**src/rtl/mem_dram_pkg.sv**
```systemverilog
// -----------------------------------------------------------------------------
// mem_dram_pkg
// Shared definitions for the local DRAM RAS/CAS sequencer:
//   - state_t        : sequencer states (access and CAS-before-RAS refresh)
//   - BANKSEL_*      : encodings of the BANKSEL request field
//   - *_DEF          : default timing values
//   - bank_decode()  : BANKSEL -> one-hot {BANK2,BANK1,BANK0}
// -----------------------------------------------------------------------------
package mem_dram_pkg;

   typedef enum logic [2:0] {
      ST_IDLE    = 3'd0,
      ST_ACT     = 3'd1,
      ST_COL     = 3'd2,
      ST_PRE     = 3'd3,
      ST_REF_CAS = 3'd4,
      ST_REF_RAS = 3'd5,
      ST_REF_PRE = 3'd6
   } state_t;

   localparam logic [1:0] BANKSEL_B0   = 2'd0;
   localparam logic [1:0] BANKSEL_B1   = 2'd1;
   localparam logic [1:0] BANKSEL_B2   = 2'd2;
   localparam logic [1:0] BANKSEL_NONE = 2'd3;

   localparam int ROW_CYC_DEF          = 2;
   localparam int CAS_CYC_DEF          = 2;
   localparam int PRE_CYC_DEF          = 2;
   localparam int REFRESH_INTERVAL_DEF = 200;

   // Width of the per-state dwell counter; any single dwell (including the
   // combined ROW_CYC+CAS_CYC refresh RAS phase) must fit in 2**DWELL_W cycles.
   localparam int DWELL_W = 8;

   function automatic logic [2:0] bank_decode(input logic [1:0] sel);
      logic [2:0] onehot;
      onehot = 3'b000;
      case (sel)
         BANKSEL_B0: onehot = 3'b001;
         BANKSEL_B1: onehot = 3'b010;
         BANKSEL_B2: onehot = 3'b100;
         default:    onehot = 3'b000;   // BANKSEL_NONE: no bank line driven
      endcase
      return onehot;
   endfunction

endpackage

```
**src/rtl/mem_dram_ctl_refresh_timer.sv**
```systemverilog
// -----------------------------------------------------------------------------
// mem_refresh_timer
// Free-running refresh interval timer with a sticky "refresh owed" flag.
//   clk      in  : clock
//   rst_n    in  : asynchronous active-low reset (counter loads INTERVAL-1)
//   clr      in  : clears ref_pend; asserted when the sequencer enters REF_CAS
//   ref_pend out : a refresh is owed
// The counter decrements every cycle regardless of sequencer state. Expiry
// while a refresh is already owed is absorbed: the flag just stays set.
// -----------------------------------------------------------------------------
module mem_refresh_timer #(
   parameter int REFRESH_INTERVAL = 200
) (
   input  logic clk,
   input  logic rst_n,
   input  logic clr,
   output logic ref_pend
);

   localparam int CW = $clog2(REFRESH_INTERVAL);
   localparam logic [CW-1:0] RELOAD = CW'(REFRESH_INTERVAL - 1);

   logic [CW-1:0] cnt_q, cnt_d;
   logic          pend_q, pend_d;

   always_comb begin
      cnt_d  = cnt_q - CW'(1);
      pend_d = pend_q;
      if (clr) begin
         pend_d = 1'b0;
      end
      // A fresh expiry wins over a coincident clear so it is never lost.
      if (cnt_q == '0) begin
         cnt_d  = RELOAD;
         pend_d = 1'b1;
      end
   end

   always_ff @(posedge clk or negedge rst_n) begin
      if (!rst_n) begin
         cnt_q  <= RELOAD;
         pend_q <= 1'b0;
      end else begin
         cnt_q  <= cnt_d;
         pend_q <= pend_d;
      end
   end

   assign ref_pend = pend_q;

endmodule

```
**src/rtl/mem_dram_ctl.sv**
```systemverilog
// -----------------------------------------------------------------------------
// mem_dram_ctl
// RAS/CAS sequencer for the local RAM array. Converts a REQ/ACK access into a
// multiplexed row/column cycle and inserts CAS-before-RAS refresh cycles.
//   sysclk      in  : clock
//   sys_rst_n   in  : asynchronous active-low reset, aborts any cycle
//   REQ         in  : access request, held until ACK
//   WRITE       in  : 1 = write, 0 = read
//   ADDR[19:0]  in  : [19:10] row, [9:0] column
//   BANKSEL[1:0]in  : 0..2 -> BANK0..2, 3 -> no bank
//   ACK         out : one-cycle pulse in the last column cycle
//   RDLATCH     out : ACK of a read; RAM read data is valid this cycle
//   BUSY        out : sequencer not idle
//   AA_9_0      out : multiplexed RAM address
//   BANK0..2    out : bank selects, active high
//   RAS, CAS    out : row/column strobes, active high
//   MWRITE50_n  out : write enable, active low
// All outputs are registered. They are decoded from the *next* state so the
// strobes appear in the same cycle the sequencer enters a state.
// -----------------------------------------------------------------------------
module mem_dram_ctl
   import mem_dram_pkg::*;
#(
   parameter int ROW_CYC          = ROW_CYC_DEF,
   parameter int CAS_CYC          = CAS_CYC_DEF,
   parameter int PRE_CYC          = PRE_CYC_DEF,
   parameter int REFRESH_INTERVAL = REFRESH_INTERVAL_DEF
) (
   input  logic        sysclk,
   input  logic        sys_rst_n,
   input  logic        REQ,
   input  logic        WRITE,
   input  logic [19:0] ADDR,
   input  logic [1:0]  BANKSEL,
   output logic        ACK,
   output logic        RDLATCH,
   output logic        BUSY,
   output logic [9:0]  AA_9_0,
   output logic        BANK0,
   output logic        BANK1,
   output logic        BANK2,
   output logic        RAS,
   output logic        CAS,
   output logic        MWRITE50_n
);

   localparam logic [DWELL_W-1:0] ROW_LAST = DWELL_W'(ROW_CYC - 1);
   localparam logic [DWELL_W-1:0] CAS_LAST = DWELL_W'(CAS_CYC - 1);
   localparam logic [DWELL_W-1:0] PRE_LAST = DWELL_W'(PRE_CYC - 1);
   localparam logic [DWELL_W-1:0] REF_LAST = DWELL_W'(ROW_CYC + CAS_CYC - 1);

   // Sequencer state
   state_t              state_q, state_d;
   logic [DWELL_W-1:0]  dwell_q, dwell_d;
   logic [19:0]         addr_q, addr_d;
   logic                write_q, write_d;
   logic [2:0]          sel_q, sel_d;

   // Registered outputs
   logic [9:0]          aa_q, aa_d;
   logic [2:0]          bank_q, bank_d;
   logic                ras_q, ras_d;
   logic                cas_q, cas_d;
   logic                mwr_n_q, mwr_n_d;
   logic                ack_q, ack_d;
   logic                rdl_q, rdl_d;
   logic                busy_q, busy_d;

   logic                ref_pend;
   logic                ref_clr;
   logic                dwell_done;

   mem_refresh_timer #(
      .REFRESH_INTERVAL (REFRESH_INTERVAL)
   ) u_refresh_timer (
      .clk      (sysclk),
      .rst_n    (sys_rst_n),
      .clr      (ref_clr),
      .ref_pend (ref_pend)
   );

   assign dwell_done = (dwell_q == '0);

   // Next-state: each state dwells (count+1) cycles, counting down to zero.
   always_comb begin
      state_d = state_q;
      dwell_d = dwell_q;
      addr_d  = addr_q;
      write_d = write_q;
      sel_d   = sel_q;
      ref_clr = 1'b0;

      if (state_q != ST_IDLE && !dwell_done) begin
         dwell_d = dwell_q - DWELL_W'(1);
      end

      case (state_q)
         ST_IDLE: begin
            // Owed refresh takes priority over a waiting request.
            if (ref_pend) begin
               state_d = ST_REF_CAS;
               dwell_d = '0;
               ref_clr = 1'b1;
            end else if (REQ) begin
               state_d = ST_ACT;
               dwell_d = ROW_LAST;
               addr_d  = ADDR;
               write_d = WRITE;
               sel_d   = bank_decode(BANKSEL);
            end
         end
         ST_ACT: begin
            if (dwell_done) begin
               state_d = ST_COL;
               dwell_d = CAS_LAST;
            end
         end
         ST_COL: begin
            if (dwell_done) begin
               state_d = ST_PRE;
               dwell_d = PRE_LAST;
            end
         end
         ST_REF_CAS: begin
            state_d = ST_REF_RAS;
            dwell_d = REF_LAST;
         end
         ST_REF_RAS: begin
            if (dwell_done) begin
               state_d = ST_REF_PRE;
               dwell_d = PRE_LAST;
            end
         end
         ST_PRE, ST_REF_PRE: begin
            if (dwell_done) begin
               state_d = ST_IDLE;
               dwell_d = '0;
            end
         end
         default: begin
            state_d = ST_IDLE;
            dwell_d = '0;
         end
      endcase
   end

   // Output decode from the state being entered. AA holds its last value
   // outside ACT/COL so the address bus does not toggle during precharge.
   always_comb begin
      aa_d    = aa_q;
      bank_d  = 3'b000;
      ras_d   = 1'b0;
      cas_d   = 1'b0;
      mwr_n_d = 1'b1;
      ack_d   = 1'b0;
      rdl_d   = 1'b0;
      busy_d  = (state_d != ST_IDLE);

      case (state_d)
         ST_ACT: begin
            aa_d   = addr_d[19:10];
            bank_d = sel_d;
            ras_d  = 1'b1;
         end
         ST_COL: begin
            aa_d    = addr_d[9:0];
            bank_d  = sel_d;
            ras_d   = 1'b1;
            cas_d   = 1'b1;
            mwr_n_d = ~write_d;
            // Completion is flagged in the final column cycle.
            if (dwell_d == '0) begin
               ack_d = 1'b1;
               rdl_d = ~write_d;
            end
         end
         ST_REF_CAS: begin
            bank_d = 3'b111;
            cas_d  = 1'b1;
         end
         ST_REF_RAS: begin
            bank_d = 3'b111;
            ras_d  = 1'b1;
            cas_d  = 1'b1;
         end
         default: begin
         end
      endcase
   end

   always_ff @(posedge sysclk or negedge sys_rst_n) begin
      if (!sys_rst_n) begin
         state_q <= ST_IDLE;
         dwell_q <= '0;
         addr_q  <= '0;
         write_q <= 1'b0;
         sel_q   <= 3'b000;
         aa_q    <= '0;
         bank_q  <= 3'b000;
         ras_q   <= 1'b0;
         cas_q   <= 1'b0;
         mwr_n_q <= 1'b1;
         ack_q   <= 1'b0;
         rdl_q   <= 1'b0;
         busy_q  <= 1'b0;
      end else begin
         state_q <= state_d;
         dwell_q <= dwell_d;
         addr_q  <= addr_d;
         write_q <= write_d;
         sel_q   <= sel_d;
         aa_q    <= aa_d;
         bank_q  <= bank_d;
         ras_q   <= ras_d;
         cas_q   <= cas_d;
         mwr_n_q <= mwr_n_d;
         ack_q   <= ack_d;
         rdl_q   <= rdl_d;
         busy_q  <= busy_d;
      end
   end

   assign AA_9_0     = aa_q;
   assign BANK0      = bank_q[0];
   assign BANK1      = bank_q[1];
   assign BANK2      = bank_q[2];
   assign RAS        = ras_q;
   assign CAS        = cas_q;
   assign MWRITE50_n = mwr_n_q;
   assign ACK        = ack_q;
   assign RDLATCH    = rdl_q;
   assign BUSY       = busy_q;

endmodule

```
**config.mk**
```make
export PLATFORM = sky130hd
export DESIGN_NAME = mem_dram_ctl
export DESIGN_NICKNAME = d
export VERILOG_FILES = /design/src/rtl/mem_dram_pkg.sv /design/src/rtl/mem_dram_ctl_refresh_timer.sv /design/src/rtl/mem_dram_ctl.sv
export SDC_FILE = /design/constraint.sdc
export NUM_CORES = 1
export LEC_CHECK = 0
export ABC_AREA = 0
export CAP_MARGIN = 25
export CORE_MARGIN = 10
export CORE_UTILIZATION = 53
export DETAILED_ROUTE_END_ITERATION = 12
export GPL_ROUTABILITY_DRIVEN = 0
export PLACE_DENSITY = 0.85
export REMOVE_ABC_BUFFERS = 1
export SYNTH_ARGS = -nofsm -noshare
export SYNTH_HDL_FRONTEND = slang
export SYNTH_SLANG_ARGS = --single-unit
```
**constraint.sdc**
```tcl
create_clock -name sysclk -period 2.68 [get_ports sysclk]
set_input_delay 0.402 -clock sysclk [delete_from_list [all_inputs] [get_ports sysclk]]
set_output_delay 0.402 -clock sysclk [all_outputs]
set_load 0.03 [all_outputs]
```
==> results.json, run 1 <==
{
  "use_met3_pct": 5.84,
  "hpwl_um": 4420,
  "dr.pass1.iters": 4,
  "chipWidth_um": 93.7,
  "seq_area_frac_synth_pct": 55.0,
  "grt_use_met1_pct": 19.0,
  "worstSetupPathType": "reg -> reg",
  "ctsResizeCount": 0,
  "vias_per_cell": 5.58,
  "fp.coreArea_mm2": 0.00520,
  "synth_edf_count": 0,
  "max-cap-violations": 0,
  "tightest_slew_ns": 0.751,
  "ant_nets": 0,
  "final.setup_skew_ns": 0.00810,
  "power.density_mw_per_mm2": 1100,
  "grt_pass1_vias": 2108,
  "switchingPower_mw": 1.45,
  "worstPathCellList": "inv_1, ha_1, or3b_2, or3_4, a21oi_4, o21ai_2, nor4_2",
  "pin_count": 45,
  "grt_pass1_wl_um": 10400,
  "place_area_mm2": 0.00339,
  "setup_tns_ns": 0,
  "syn2layout_area_growth_pct": 24.6,
  "final-max-slew-violation-count": 0,
  "antenna_found_initial": 0,
  "setup_viol": 0,
  "clk_pin_slew_ns": 0.07,
  "clock_power_share_pct": 21.2,
  "fmax_ghz": 0.428,
  "start_kind": "register",
  "path_buf_inv": 1,
  "final_hold_viol_count": 0,
  "ys_dominant_reg_cell": "dfrtp_1",
  "outcome": "finished, final reports clean",
  "fin_nets": 328,
  "busiest_layer": "met2",
  "relSlewSlack_pct": 49.6,
  "async_flop_share_pct": 100,
  "track_usage_pct": 14.9,
  "vias": 2080,
  "critPathRequiredTime_ns": 2.92,
  "postSynthCellCount": 252,
  "crit_start": "dwell_q[0]",
  "met2_usage_pct": 22.8,
  "p_seq_share_pct": 37.6,
  "synth.distinct_cells": 44,
  "drive_above_1_share_pct": 18.8,
  "clockBufferDepth": 2,
  "post_cts_buffers": 0,
  "crit_arrival_ns": 2.58,
  "regToRegStartpoint": "dwell_q[0]",
  "yosysWarningCount": 0,
  "dieArea_mm2": 0.00878,
  "slowest_stage": "or3b_2",
  "p_int_mw": 2.49,
  "wl_per_cell_um": 16.7,
  "ir_drop_mv": 0.515,
  "port-buffer-count": 44,
  "hold_path_class": "in -> async",
  "crit_fanout": 12,
  "initial_core_util_pct": 55.3,
  "p_leak_nw": 1.64,
  "grt_max_degree": 42,
  "diodes": 0,
  "post-route-cell-area_mm2": 0.00359,
  "swShare_pct": 36.9,
  "syn_avg_cell_area_um2": 11.4,
  "clock_latency_ns": 0.34,
  "cts_hold_buf": 0,
  "min_period_over_period_pct": 87.2,
  "pwr-share-comb_pct": 41.3,
  "gr-total-overflow": 0,
  "synth_seq_cells": 63,
  "die_y_um": 93.7,
  "finalPower_mw": 3.94,
  "syn_area_mm2": 0.00288,
  "end_kind": "register",
  "rsz0062_at_grt": "no",
  "rows": 26,
  "cts_tree": "done",
  "cp_top_family": "simple AND/OR/NAND/NOR gates",
  "drt_iter0_drc": 120,
  "period_minus_slack_ns": 2.34,
  "numCtsBuffers": 9,
  "cts.sinks": 63,
  "drc": 0,
  "wl_um": 6240,
  "htree_levels": 3,
  "cts-root-buf": "clkbuf_8",
  "cpPeakStageDelay_ns": 0.53
}
==> path summary, 6_finish.rpt <==
kind | slack, ns | depth (start not counted) | end
min in group sysclk | 0.46 | 1 | u_refresh_timer.cnt_q[0]
setup / recovery | 0.34 | 7 | RDLATCH
setup reg to reg | 0.34 | 7 | RDLATCH
hold reg to reg | 0.46 | 1 | u_refresh_timer.cnt_q[0]
max in group asynchronous | 1.90 | 2 | u_refresh_timer.cnt_q[7]
hold / removal | 0.11 | 1 | addr_q[14]
==> per-stage QoR <==
step           util (%)  hold slack [ns]  setup WS, ns  instances
2_1_floorplan         -            0.106         0.276        239
3_3_place_gp       65.1            0.439         0.449        357
3_5_place_dp       65.1            0.447         0.320        357
4_1_cts            69.0            0.124         0.330        373
5_1_grt            69.0            0.153         0.183        373
6_report           69.0            0.106         0.342        373
==> cells in the mapped netlist, drive strengths merged (3+ instances only) <==
cell / instances / area [um^2]
dfrtp: 57 / 1430
nand2: 24 / 90.1
mux2: 21 / 236
nor2: 21 / 78.8
o21ai: 12 / 63.8
a221o: 10 / 100
and3: 10 / 62.6
inv: 8 / 30.0
a21oi: 7 / 46.3
buf: 7 / 47.5
clkbuf: 6 / 22.5
dfstp: 6 / 158
xor2: 6 / 52.6
nor3: 5 / 25.0
xnor2: 5 / 43.8
a21o: 4 / 30.0
ha: 4 / 50.1
nand2b: 4 / 25.0
nor4: 4 / 37.5
a21bo: 3 / 30.0
nand3: 3 / 15.0
o31ai: 3 / 22.5
or3: 3 / 23.8
==> power by group through the flow <==
| stage | registers [mW] | clock network [mW] | logic [mW] |
|---|---|---|---|
| after floorplan | 1.63 | 0 | 0.939 |
| after global placement | 1.47 | 0 | 1.58 |
| after detailed placement | 1.49 | 0 | 1.62 |
| after CTS | 1.48 | 0.847 | 1.64 |
| after global routing | 1.51 | 0.885 | 1.80 |
| final | 1.48 | 0.834 | 1.63 |
==> flip-flops by register name (all words and copies together), names as in the netlist, 3 cells and up <==
| register | cells |
|---|---|
| state_q | 3 |
| addr_q | 20 |
| AA_9_0 | 10 |
| sel_q | 3 |
| dwell_q | 8 |
| u_refresh_timer.cnt_q | 8 |
| bank_q | 3 |
==> placed cells by master (no fill, tap or decap), types with 4 or more instances in the layout <==
cell type	instances
clkbuf_8	11
nor3_1	5
a221o_1	10
nand2_1	24
ha_1	4
nor2_1	21
dfstp_2	6
a21o_1	4
a21oi_1	6
xor2_1	6
and3_1	10
nand2b_1	4
xnor2_1	5
dfrtp_1	57
inv_1	8
clkdlybuf4s50_1	43
o21ai_0	10
mux2_2	20
==> kinds of logic (layout without fill, tap and decap cells) <==
logic type / count (synthesis) / after routing / synth area share [%]
compound gates: 49 / 49 / 13.2
xor+xnor: 11 / 11 / 3.34
fa+ha+maj: 4 / 4 / 1.74
buf+inv: 21 / 72 / 3.48
flops: 63 / 63 / 55.0
mux: 21 / 21 / 8.21
simple gates: 83 / 83 / 15.0
==> cell type report <==
type	instances	area (um^2)
flip-flops and latches	63	1580
multi-input cells	168	1200
inverters	8	30.0
fillers	380	1620
clock buffers	13	159
clock inverters	3	42.5
repair buffers	48	490
well taps	70	87.6
==> layer usage <==
layer,routed length [um],up-vias
met1,2870,1014
met5,0,-
met3,428,9
li1,-,992
met4,79,0
met2,2860,65
Power figures use the tool's default switching activity.
==> inputs of run 2 (changes only) <==
Settings changed: CORE_ASPECT_RATIO set to 1.5, CORE_MARGIN 10 to 5.
==> results.json, run 2 (synthesized netlist as in run 1, its figures left out) <==
{
  "outcome": "finished, final reports clean",
  "gr-total-overflow": 0,
  "rsz0062_at_grt": "no",
  "max-cap-violations": 0,
  "period_minus_slack_ns": 2.46,
  "initial_core_util_pct": 53.7,
  "multiInputGateArea_mm2": 0.00120,
  "hold_path_class": "in -> async",
  "largest_reg_flops": 20,
  "fmax_ghz": 0.407,
  "ant_nets": 0,
  "p_leak_nw": 1.66,
  "relSlewSlack_pct": 48.0,
  "mostFrequentLayoutCell": "dfrtp_1",
  "crit_arrival_ns": 2.71,
  "vias_per_cell": 5.55,
  "crit_fanout": 12,
  "clk_pin_slew_ns": 0.07,
  "ctsResizeCount": 0,
  "setup_viol": 0,
  "r2r_setup_slack_ns": 0.22,
  "port-buffer-count": 44,
  "cts-root-buf": "clkbuf_8",
  "wl_per_cell_um": 15.8,
  "regToRegStartpoint": "dwell_q[0]",
  "start_kind": "register",
  "fin_nets": 329,
  "clockBufferDepth": 2,
  "critPathRequiredTime_ns": 2.94,
  "final.setup_skew_ns": 0.00961,
  "regMostFlops": "addr_q",
  "wl_met3_um": 285,
  "power.density_mw_per_mm2": 1140,
  "rows": 33,
  "fillerInstances": 385,
  "chipWidth_um": 70.2,
  "dieArea_mm2": 0.00704,
  "final_hold_viol_count": 0,
  "wl_um": 5920,
  "antenna_found_initial": 0,
  "ir_drop_mv": 0.595,
  "min_period_over_period_pct": 91.7,
  "fp.coreArea_mm2": 0.00537,
  "tightest_slew_ns": 0.775,
  "worstSetupPathType": "reg -> reg",
  "highest_layer": "met4",
  "end_kind": "register",
  "drc": 0,
  "pin_count": 45,
  "layout_common_cells": "dfrtp_1 (57), clkdlybuf4s50_1 (43), nand2_1 (24)",
  "die_y_um": 100,
  "reg2reg_to": "ACK",
  "dr.pass1.iters": 4,
  "setup_tns_ns": 0,
  "grt_max_degree": 64,
  "htree_levels": 3,
  "drive_above_1_share_pct": 19.7,
  "wl_met2_um": 3150,
  "syn2layout_area_growth_pct": 26.0,
  "grt_pass1_wl_um": 10200,
  "vias": 2076,
  "grt_pass1_vias": 2225,
  "finalPower_mw": 4.12,
  "numCtsBuffers": 9,
  "cts_hold_buf": 0,
  "final-max-slew-violation-count": 0,
  "hpwl_um": 4020,
  "r2r_cells": 7,
  "cts_tree": "done",
  "cts.sinks": 63,
  "post_cts_buffers": 0,
  "drt_iter0_drc": 175,
  "track_usage_pct": 18.6,
  "clock_latency_ns": 0.34,
  "wl_met1_um": 2350,
  "diodes": 0,
  "seq_area_mm2": 0.00158
}
## run 2: cell count changes in the layout (fill, tap and decap cells not counted), sizes merged
cell	before	now
clkinv	1	2
clkbuf	13	10
bufinv	1	3
buf	5	6
## run 2: cell type report
type                    instances  share of cell area [%]
flip-flops and latches         63                    43.7
multi-input cells             168                    33.0
repair buffers                 49                    13.4
clock buffers                  10                    3.79
clock inverters                 6                    2.97
well taps                      70                    2.41
inverters                       8                   0.828
## run 2: worst max-delay path by stage
stage	start	to	slack, ns	depth (start not counted)
final	dwell_q[0]	ACK	0.22	7
after global routing	dwell_q[0]	ACK	0.08	7
after CTS	dwell_q[0]	ACK	0.22	7
after detailed placement	dwell_q[0]	ACK	0.27	7
after global placement	dwell_q[0]	ACK	0.26	7
after floorplan	state_q[2]	AA_9_0[0]	0.28	4
## run 2: routing by layer
| layer | track usage, % | up-vias |
|---|---|---|
| met1 | 21.0 | 1021 |
| met4 | 8.70 | 0 |
| met5 | 0 | - |
| met3 | 5.11 | 14 |
| li1 | - | 991 |
| met2 | 32.3 | 50 |
## run 2: critical path, cell delays in order (launching register included)
cell and delay [ns]:
dfrtp_1 0.44, inv_1 0.10, ha_1 0.18, or3b_2 0.57, or3_4 0.44, a21oi_4 0.35
o21ai_2 0.13, nor3_1 0.16
## run 2: per-stage QoR
step	worst slack [ns]	area (um^2)	instances	hold slack, ns	utilization [%]
final	0.223	3630	374	0.0586	67.6
after global routing	0.0781	3630	374	0.0917	67.6
after CTS	0.220	3630	374	0.0639	67.6
after detailed placement	0.268	3380	358	0.436	63.0
after floorplan	0.276	2810	239	0.106	-
after global placement	0.257	3380	358	0.433	63.0
## run 2: power by group
group	total, mW	leakage (nW)	internal [mW]	switching, mW
combinational	1.65	0.752	0.735	0.913
sequential	1.48	0.785	1.27	0.206
clock	0.994	0.122	0.639	0.355
total	4.12	1.66	2.65	1.47
==> inputs of run 3 (changes only) <==
Settings changed: ABC_AREA 0 to unset, CORE_UTILIZATION 53 to 57, PLACE_DENSITY 0.85 to 0.9.
Clock period 2.68 ns to 3 ns, I/O delays scaled along.
==> results.json, run 3 (synthesized netlist as in run 1, its figures left out) <==
{
  "outcome": "finished, final reports clean",
  "hpwl_um": 4270,
  "post_cts_buffers": 0,
  "fin_cells": 367,
  "crit_arrival_ns": 2.58,
  "die_y_um": 97.1,
  "relSlewSlack_pct": 48.8,
  "fin_nets": 327,
  "diodes": 0,
  "final_hold_viol_count": 0,
  "port-buffer-count": 44,
  "layout_common_cells": "dfrtp_1 (57), clkdlybuf4s50_1 (43), nand2_1 (24)",
  "regMostFlops": "addr_q",
  "post-route-util_pct": 72.2,
  "period_minus_slack_ns": 2.36,
  "numCtsBuffers": 9,
  "grt_pass1_vias": 2204,
  "p_seq_share_pct": 38.6,
  "rows": 31,
  "cts_hold_buf": 0,
  "mostFrequentLayoutCell": "dfrtp_1",
  "grt_use_met1_pct": 25.0,
  "p_leak_nw": 1.61,
  "drc": 0,
  "htree_levels": 3,
  "end_kind": "register",
  "final.setup_skew_ns": 0.0101,
  "max-cap-violations": 0,
  "final-max-slew-violation-count": 0,
  "cts_tree": "done",
  "clockBufferDepth": 2,
  "ctsResizeCount": 0,
  "met2_usage_pct": 33.2,
  "use_met3_pct": 5.21,
  "clock_power_share_pct": 19.7,
  "setup_viol": 0,
  "wl_per_cell_um": 16.4,
  "switchingPower_mw": 1.30,
  "p_int_mw": 2.16,
  "pin_count": 45,
  "setup_tns_ns": 0,
  "drt_iter0_drc": 152,
  "gr-total-overflow": 0,
  "rsz0062_at_grt": "no",
  "dieArea_mm2": 0.00660,
  "cts.sinks": 63,
  "hold_path_class": "in -> async",
  "power.density_mw_per_mm2": 980,
  "wl_um": 6010,
  "fp.coreArea_mm2": 0.00489,
  "grt_pass1_wl_um": 10400,
  "tightest_slew_ns": 0.763,
  "fmax_ghz": 0.423,
  "ant_nets": 0,
  "initial_core_util_pct": 58.9,
  "min_period_over_period_pct": 78.8,
  "busiest_layer": "met2",
  "vias": 2108,
  "antenna_found_initial": 0,
  "syn2layout_area_growth_pct": 22.5,
  "track_usage_pct": 20.6,
  "worstSetupPathType": "reg -> reg",
  "swShare_pct": 37.6,
  "ir_drop_mv": 0.613,
  "cts-root-buf": "clkbuf_8",
  "chipWidth_um": 68.0,
  "start_kind": "register",
  "clock_latency_ns": 0.34,
  "clk_pin_slew_ns": 0.07,
  "vias_per_cell": 5.74,
  "drive_above_1_share_pct": 18.3,
  "grt_max_degree": 45,
  "crit_fanout": 11,
  "dp.cells": 352,
  "largest_reg_flops": 20,
  "critPathRequiredTime_ns": 3.22,
  "dr.pass1.iters": 6,
  "pwr-share-comb_pct": 41.7
}
==> run 3: changes by cell type in the layout (fill, tap and decap cells not counted), sizes merged <==
cell    previous run  this run
buf                6         4
bufinv             3         1
clkbuf            10        11
==> run 3: per-layer routing <==
metal | share of wire [%] | vias up
li1 | - | 992
met1 | 38 | 1036
met2 | 53 | 66
met3 | 6.3 | 14
met4 | 2.5 | 0
met5 | 0 | -
==> run 3: metrics by stage <==
step                setup WS (ns)  power (mW)  hold WS, ns  area [um^2]
floorplan                   0.596        2.29        0.154         2810
global placement            0.594        2.72        0.402         3350
detailed placement          0.583        2.77        0.416         3350
CTS                         0.658        3.48       0.0543         3530
global route                0.423        3.70       0.0684         3530
finish                      0.636        3.46       0.0459         3530
==> run 3: cell type report <==
| class | instances | area [um^2] |
|---|---|---|
| sequential | 63 | 1580 |
| timing repair buffer | 47 | 458 |
| clock inverter | 4 | 47.5 |
| fill | 349 | 1360 |
| multi-input combinational | 168 | 1200 |
| clock buffer | 11 | 131 |
| inverter | 8 | 30.0 |
| tap | 66 | 82.6 |
==> run 3: worst paths after layout <==
kind / startpoint / to / slack [ns] / depth (start not counted)
setup / recovery: dwell_q[0] / bank_q[1] / 0.64 / 7
hold / removal: sys_rst_n / addr_q[12] / 0.05 / 1
setup reg to reg: dwell_q[0] / bank_q[1] / 0.64 / 7
hold reg to reg: u_refresh_timer.cnt_q[0] / u_refresh_timer.cnt_q[0] / 0.46 / 1
max in group asynchronous: sys_rst_n / u_refresh_timer.cnt_q[7] / 2.06 / 2
min in group sysclk: u_refresh_timer.cnt_q[0] / u_refresh_timer.cnt_q[0] / 0.46 / 1
==> run 3: power groups by stage <==
| stage | combinational [mW] | clock (mW) | sequential (mW) |
|---|---|---|---|
| after CTS | 1.45 | 0.692 | 1.33 |
| after global routing | 1.58 | 0.741 | 1.37 |
| after global placement | 1.38 | 0 | 1.33 |
| final | 1.44 | 0.682 | 1.34 |
| after floorplan | 0.839 | 0 | 1.45 |
| after detailed placement | 1.43 | 0 | 1.35 |
==> run 3: worst max-delay path, stage by stage, from the launching register on <==
cell and delay [ns]:
dfrtp_1 0.42, inv_1 0.10, ha_1 0.15, or3b_2 0.53
o211ai_2 0.28, a21o_1 0.37, nand2_1 0.15, a21bo_2 0.25
==> RTL change, RTL diff (flow settings as in run 3) <==
Set the package constant `DWELL_W` to 7 (it was 8).
--- a/src/rtl/mem_dram_pkg.sv
+++ b/src/rtl/mem_dram_pkg.sv
@@ -30,7 +30,7 @@
 
    // Width of the per-state dwell counter; any single dwell (including the
    // combined ROW_CYC+CAS_CYC refresh RAS phase) must fit in 2**DWELL_W cycles.
-   localparam int DWELL_W = 8;
+   localparam int DWELL_W = 7;
 
    function automatic logic [2:0] bank_decode(input logic [1:0] sel);
       logic [2:0] onehot;
Behaviour: no difference found for any inputs over 10 cycles, from zero or initial values and one cycle with sys_rst_n low; that may be too few to reach the edited logic, so the function may still have changed.
==> RTL change against run 3 <==
- power rose by 15%
- utilization rose by 1.4 points
- design area is 1.9% higher
- wire length increased by 14%
- area after synthesis increased by 0.78%
- sequential cell count is 1 lower
- synthesized cell count grew 7.1%
- first-iteration DRC count up 41%
- worst setup slack lost 0.23 ns
- critical path type unchanged
- highest routed layer unchanged
==> RTL change: results (changes against run 3) <==
metric	value	unit	change
outcome	complete, no violations		
Multi-input gate area	1244	sq um	+4.0%
Crit-path slowest cell	or3_1		
post-DP HPWL	4.306	mm	+0.85%
cell total after placement	375		+6.5%
commonest cells in the synthesized netlist	dfrtp_1, nand2_1, mux2_2		
global-route wire length before repair	11.58	mm	+12%
crit path launch	state_q[0]		
Clock Pin Slew Worst Setup and Hold Paths	0.07	ns	about the same
htree depth	3		unchanged
Syn Inst Count	270		+7.1%
FF-to-FF path depth	6		-1
skew final	0.009544	ns	-0.0005443 ns
Worst EP arrival	2.81	ns	+0.23 ns
crit share post-route	86.41	%	+7.6 points
R2R Setup Slk	0.41	ns	-0.23 ns
Placed Instance Area	3411	sq um	+1.8%
power density cells	1104	nW/um^2	+13%
leakage	1.652	nW	+2.4%
Seq area share	43.34	%	-1.5 points
final net count	350		+7.0%
Sw Share	38.81	%	+1.2 points
worst hold slack	0.2817	ns	+0.2358 ns
Post-Synth XOR/XNOR Area	1.207	%	-2.1 points
share of cells above drive strength 1	20.00	%	+1.7 points
drt wl/cell	17.53	microns	+7.0%
Synth area leaders	dfrtp_1, mux2_2, nand2_1		
Synth Area in Compound Gates	10.47	%	-2.7 points
Non-clock buffers	50		+6.4%
#MultiIn Comb	185		+10%
Die W	68.27	microns	+0.33%
FF-to-FF End	AA_9_0[6]		
max reg flops	20		unchanged
fill cell count	329		-5.7%
CP max FO	22		+11
clkbuf count	13		+2
Clock-cell share	5.183	%	+0.11 points
maximum VDD drop	0.8318	mV	+36%
Signal buf overhead	13.36	%	+0.38 points
fin area	3597	sq um	+1.9%
Pre-antenna DRT Iters	4		-2
Total Routed Length	6.853	mm	+14%
root buffer cell	clkbuf_8		
largest net degree at the start of global routing	63		+40%
Total Routing Usage GR	23.17	%	+2.6 points
Unique masters post-synth	45		+2.3%
critical path class	flop to flop		
comb pwr	1.96	mW	+36%
Relative slew margins	49.87	%	+1.1 points
post-synthesis adder-cell area fraction	1.724	%	-0.013 points
vias in the first global route	2411		+9.4%
mux cell area share after synthesis	12.76	%	+4.5 points
setup slack at placement	0.4885	ns	-0.09414 ns
register area share after synthesis	53.71	%	-1.3 points
clk sinks	62		-1.6%
Detailed Route Iter0 Violations	215		+41%
via/cell ratio	5.703		-0.71%
Inverters	12		+4
==> RTL change: cell count changes in the layout (fill, tap and decap cells not counted), moves of 3 or more <==
cell / run 3 / this run
mux2_2: 20 / 32
a221o_1: 10 / 0
o21a_1: 0 / 4
inv_1: 8 / 12
xor2_1: 6 / 1
buf_4: 3 / 6
clkbuf_8: 9 / 12
a21bo_2: 3 / 0
nor2b_1: 1 / 4
nor2_1: 21 / 17
nand2_1: 24 / 52
and3_1: 10 / 2
a21oi_1: 6 / 13
==> RTL change: metal layers <==
| layer | part of all wire, % | global-route usage, % |
|---|---|---|
| met1 | 37 | 28.06 |
| met2 | 56 | 39.38 |
| met3 | 5.7 | 5.787 |
| met4 | 1.2 | 7.044 |
| met5 | 0 | 0 |
